File: src/rtl/fifo_frame_reader.sv
// Drains a programmed job of num_frames x frame_len words from an FWFT FIFO and
// re-times them through a 2-entry buffer onto a valid/ready stream with frame tags.
module fifo_frame_reader #(
    parameter int DATA_WIDTH   = 40,
    parameter int FRAME_LEN_W  = 12,
    parameter int NUM_FRAMES_W = 12
) (
    input  logic                    clk,
    input  logic                    rst,
    input  logic                    start,
    input  logic [FRAME_LEN_W-1:0]  frame_len,
    input  logic [NUM_FRAMES_W-1:0] num_frames,
    output logic                    busy,
    output logic                    done,
    input  logic [DATA_WIDTH-1:0]   fifo_dout,
    input  logic                    fifo_empty,
    output logic                    fifo_rd_vld,
    output logic [DATA_WIDTH-1:0]   out_data,
    output logic                    out_valid,
    input  logic                    out_ready,
    output logic                    out_last,
    output logic [NUM_FRAMES_W-1:0] out_frame_idx
);

    localparam int TOT_W = FRAME_LEN_W + NUM_FRAMES_W;
    localparam logic [FRAME_LEN_W-1:0]  LEN_ONE   = FRAME_LEN_W'(1);
    localparam logic [NUM_FRAMES_W-1:0] FRAME_ONE = NUM_FRAMES_W'(1);
    localparam logic [TOT_W-1:0]        TOT_ONE   = TOT_W'(1);

    typedef enum logic [1:0] {
        IDLE = 2'd0,
        RUN  = 2'd1,
        DONE = 2'd2
    } state_t;

    state_t state, state_nxt;

    logic [FRAME_LEN_W-1:0]  len_r;
    logic [FRAME_LEN_W-1:0]  beat_cnt;
    logic [NUM_FRAMES_W-1:0] frame_cnt;
    logic [TOT_W-1:0]        total;
    logic [TOT_W-1:0]        pop_cnt;

    logic [1:0][DATA_WIDTH-1:0]   buf_data;
    logic [1:0]                   buf_last;
    logic [1:0][NUM_FRAMES_W-1:0] buf_idx;
    logic [1:0]                   count;

    logic pop, xfer, pop_last, widx;

    // Pop decision uses only registered state plus the FIFO flag, so out_ready
    // never reaches the FIFO combinationally.
    assign pop      = (state == RUN) && !fifo_empty && (count != 2'd2) && (pop_cnt != total);
    assign xfer     = out_valid && out_ready;
    assign pop_last = (beat_cnt == len_r - LEN_ONE);
    // On a simultaneous pop and transfer the only occupied entry leaves, so the
    // new word lands in entry 0.
    assign widx     = xfer ? 1'b0 : count[0];

    assign fifo_rd_vld   = pop;
    assign out_valid     = (count != 2'd0);
    assign out_data      = buf_data[0];
    assign out_last      = buf_last[0];
    assign out_frame_idx = buf_idx[0];
    assign busy          = (state != IDLE);
    assign done          = (state == DONE);

    always_comb begin
        state_nxt = state;
        case (state)
            IDLE: if (start) state_nxt = (frame_len == '0 || num_frames == '0) ? DONE : RUN;
            RUN:  if (pop_cnt == total && count == 2'd0) state_nxt = DONE;
            DONE: state_nxt = IDLE;
            default: state_nxt = IDLE;
        endcase
    end

    always_ff @(posedge clk) begin
        if (rst) begin
            state     <= IDLE;
            len_r     <= '0;
            total     <= '0;
            pop_cnt   <= '0;
            beat_cnt  <= '0;
            frame_cnt <= '0;
            buf_data  <= '0;
            buf_last  <= '0;
            buf_idx   <= '0;
            count     <= '0;
        end else begin
            state <= state_nxt;

            if (state == IDLE && start) begin
                len_r     <= frame_len;
                total     <= TOT_W'(frame_len) * TOT_W'(num_frames);
                pop_cnt   <= '0;
                beat_cnt  <= '0;
                frame_cnt <= '0;
            end

            // Tags are resolved at pop time and travel with the word.
            if (pop) begin
                pop_cnt <= pop_cnt + TOT_ONE;
                if (pop_last) begin
                    beat_cnt  <= '0;
                    frame_cnt <= frame_cnt + FRAME_ONE;
                end else begin
                    beat_cnt <= beat_cnt + LEN_ONE;
                end
            end

            if (xfer && !pop) begin
                buf_data[0] <= buf_data[1];
                buf_last[0] <= buf_last[1];
                buf_idx[0]  <= buf_idx[1];
            end
            if (pop) begin
                buf_data[widx] <= fifo_dout;
                buf_last[widx] <= pop_last;
                buf_idx[widx]  <= frame_cnt;
            end

            count <= count + {1'b0, pop} - {1'b0, xfer};
        end
    end

endmodule

File: config.mk
export PLATFORM = sky130hd
export DESIGN_NAME = fifo_frame_reader
export DESIGN_NICKNAME = d
export VERILOG_FILES = /design/src/rtl/fifo_frame_reader.sv
export SDC_FILE = /design/constraint.sdc
export NUM_CORES = 1
export LEC_CHECK = 0
export BUFFER_PORTS_ARGS = -buffer_cell sky130_fd_sc_hd__buf_2
export CAP_MARGIN = 20
export CORE_UTILIZATION = 40
export DETAILED_ROUTE_END_ITERATION = 8
export SYNTH_ARGS = -nofsm -noshare
export SYNTH_HDL_FRONTEND = slang
export SYNTH_SLANG_ARGS = --single-unit
File: constraint.sdc
create_clock -name clk -period 7.35 [get_ports clk]
set_input_delay 0.735 -clock clk [delete_from_list [all_inputs] [get_ports clk]]
set_output_delay 0.735 -clock clk [all_outputs]
set_load 0.005 [all_outputs]
==> run_results.csv <==
group,metric,value,unit
power_and_ir_drop,power.density,291,nW/um^2
placement,dpl.hpwl,23.7,mm
sta,skew,0.0217,ns
sta,timing.final.crit_period,5.47,ns
clock_tree,cts_resized,0,
outcome,status,"finished, final reports clean",
power_and_ir_drop,finalPower,4.38,mW
sta,slew_violations,0,
synthesis,synth-seq-cells,194,
sta,finalSetupViolCount,0,
layout,multiInputGateArea,8640,um^2
placement,dpl_cell_area,14400,um^2
routing,ant_nets,0,
floorplanning,die_width,188,um
floorplanning,die_h,188,um
layout,final_nets,1969,
synthesis,synth_edf_count,0,
critical_path,start_kind,"primary input",
layout,area_growth,8.46,%
sta,rsz0062_at_grt,"false",
clock_tree,clock_path_buffers,2,
routing,wl_per_cell,15.8,um
floorplanning,num_io_pins,126,
floorplanning,core.rowCount,67,
clock_tree,postCtsSetupBuffers,0,
routing,wirelength,34.6,mm
critical_path,path_class,"in -> reg",
hold_path,hold_path_class,"reg -> reg",
synthesis,syn_nets,1974,
global_routing,grt.overflow.total,0,
sta,hold_viol_final,0,
synthesis,syn_inst,1736,
routing,drc,0,
clock_tree,clock_sinks,194,
synthesis,syn_area,13900,um^2
layout,fin_area,15100,um^2
job,max_cap_viol_count,0,
critical_path,cp.arrival,5.79,ns
global_routing,grt_max_degree,107,
routing,drt-pass1-iter-count,5,
clock_tree,cts_hold_buf,0,
sta,fin_hold_ws,0.457,ns
hold_path,whs_path_depth,2,
floorplanning,initial_core_util,0.410,
synthesis,yosysSeqAreaShare,0.280,
power_and_ir_drop,p_leak,6.46,nW
clock_tree,htreeDepth,4,
layout,seq_area,3880,um^2
synthesis,synthDistinctLibCells,68,
critical_path,cp.required,7.67,ns
synthesis,ys.flop_type,"dfxtp_1",
clock_tree,cts_buffers,17,
synthesis,async_reset_ff_frac,0,
sta,final.setup.worst_slack,1.88,ns
global_routing,grt_first_pass_wirelength,59.0,mm
clock_tree,clock-root-buffer,"clkbuf_16",
synthesis,synth_warnings,0,
sta,worstMarginPinSlew,1.09,ns
placement,dpl_worst_slack,1.44,ns
routing,vias,11700,
placement,portBuffers,125,
synthesis,avgSynthCellArea,8.00,um^2
floorplanning,core,33900,um^2
placement,place_inst,2157,
global_routing,grt_pass1_vias,11800,
clock_tree,cts_tree,"done",
sta,fmax,183,MHz
critical_path,endpoint_kind,"flop",
sta,fin_crit_sh,0.744,
layout,fillers,3423,
layout,final-instance-count-excl-fill,2192,
critical_path,r2r.worst_path.cells,9,
clock_tree,cts.clk_slew.worst_paths,0.07,ns
layout,diodes,0,
routing,drtIter0Drc,883,
global_routing,grt_usage,0.202,
clock_tree,insertion_delay,0.44,ns
critical_path,path_max_fanout,14,
layout,drive_above_1_share,0.108,
sta,fin_tns_setup,0,ns
global_routing,antenna_found_initial,0,
placement,gp_routability_congestion,0.819,
power_and_ir_drop,ir_worst_vdd,0.000206,V
routing,vias_per_cell,5.36,
sta,relSlewSlack,0.272,
layout,final_util,0.445,
floorplanning,die-area,35500,um^2
==> synthesized netlist by cell type, drive strengths merged, types with 3 or more instances <==
cell / count / area share
nand2: 321 / 0.087
dfxtp: 194 / 0.28
inv: 152 / 0.041
a21oi: 118 / 0.043
nor2: 107 / 0.029
fa: 100 / 0.14
nand3: 96 / 0.035
clkbuf: 91 / 0.025
and2: 72 / 0.032
ha: 69 / 0.062
buf: 68 / 0.034
a311oi: 53 / 0.033
xor2: 38 / 0.024
o21ai: 37 / 0.013
nor4: 23 / 0.013
or3: 18 / 0.0081
xnor2: 17 / 0.011
nor3: 16 / 0.0061
and3: 15 / 0.0068
a211oi: 11 / 0.0059
nor2b: 10 / 0.0045
o211ai: 10 / 0.0054
o311ai: 9 / 0.0057
a21o: 7 / 0.0038
a31oi: 7 / 0.0032
and4: 6 / 0.0038
nand4: 6 / 0.0027
o21bai: 6 / 0.0032
o21a: 4 / 0.0022
o22ai: 4 / 0.0018
a211o: 3 / 0.0019
mux2: 3 / 0.0024
mux2i: 3 / 0.0022
nand2b: 3 / 0.0014
nand3b: 3 / 0.0016
o31a: 3 / 0.0019
or2: 3 / 0.0014
==> cell type report <==
type                    count  area share
repair buffers            135      0.0521
well taps                 448      0.0372
clock buffers              18      0.0292
multi-input cells        1230       0.574
flip-flops and latches    194       0.258
clock inverters            14      0.0121
inverters                 153      0.0381
==> critical path: stages <==
cell and delay [ns]:
buf_2 0.25, nand2_1 0.12, fa_1 0.54, inv_1 0.05, fa_1 0.50, inv_1 0.06
fa_1 0.54, inv_1 0.05, fa_1 0.47, inv_1 0.05, fa_1 0.47, inv_1 0.04
ha_1 0.21, nor3_1 0.30, nand2_1 0.09, o221a_2 0.27, a221oi_1 0.40, o2bb2ai_1 0.23
nor4_1 0.08, a311o_1 0.34
==> sequential cells by signal, indices dropped and copies added, names as in the netlist <==
register	flops
count	2
frame_cnt	12
buf_last	2
buf_idx	12
out_data	40
pop_cnt	24
len_r	12
total	24
out_frame_idx	12
buf_data	40
state	2
beat_cnt	12
==> path summary, 6_finish.rpt <==
kind | startpoint | end | slack [ns]
max reg2reg | pop_cnt[5] | out_data[28] | 3.94
min | buf_data[65] | buf_data[65] | 0.46
min reg2reg | buf_data[65] | buf_data[65] | 0.46
max | frame_len[7] | total[18] | 1.88
==> kinds of logic after synthesis <==
logic type                 Yosys count  share of synthesized area
and+or+nand+nor                    707                      0.237
buffers and inverters              312                      0.100
AOI/OAI and AO/OA                  293                      0.138
DFF                                194                      0.280
adders and majority gates          169                      0.206
xor gates and xnor gates            55                     0.0347
muxes                                6                    0.00459
==> cell usage in the layout (no fill, tap or decap), types with 6 or more instances in the layout <==
master     count
nand2_1      318
ha_1          69
o211ai_1      10
and4_1         6
nor2_1       107
a21oi_1      118
or3_1         18
a21o_1         7
and2_1        68
clkbuf_16     17
a311oi_1      53
xnor2_1       17
buf_2        124
nor4_1        21
o311ai_0       9
nand4_1        6
nor2b_1       10
a31oi_1        7
o21bai_1       6
dfxtp_1      194
inv_1        151
fa_1         100
o21ai_0       36
xor2_1        38
clkinv_8       6
nor3_1        15
and3_1        15
a211oi_1      11
nand3_1       95
==> layer usage <==
layer / track usage / up-vias / share of wire
li1: - / 5731 / -
met1: 0.263 / 5744 / 0.46
met2: 0.349 / 238 / 0.49
met3: 0.0272 / 33 / 0.032
met4: 0.0561 / 0 / 0.018
met5: 0 / - / 0
==> report_power, final <==
part,total (mW),switching (mW),internal [mW]
Combinational,2.20,1.32,0.885
Sequential,1.22,0.0683,1.15
Clock,0.952,0.477,0.475
Power figures use the tool's default switching activity.
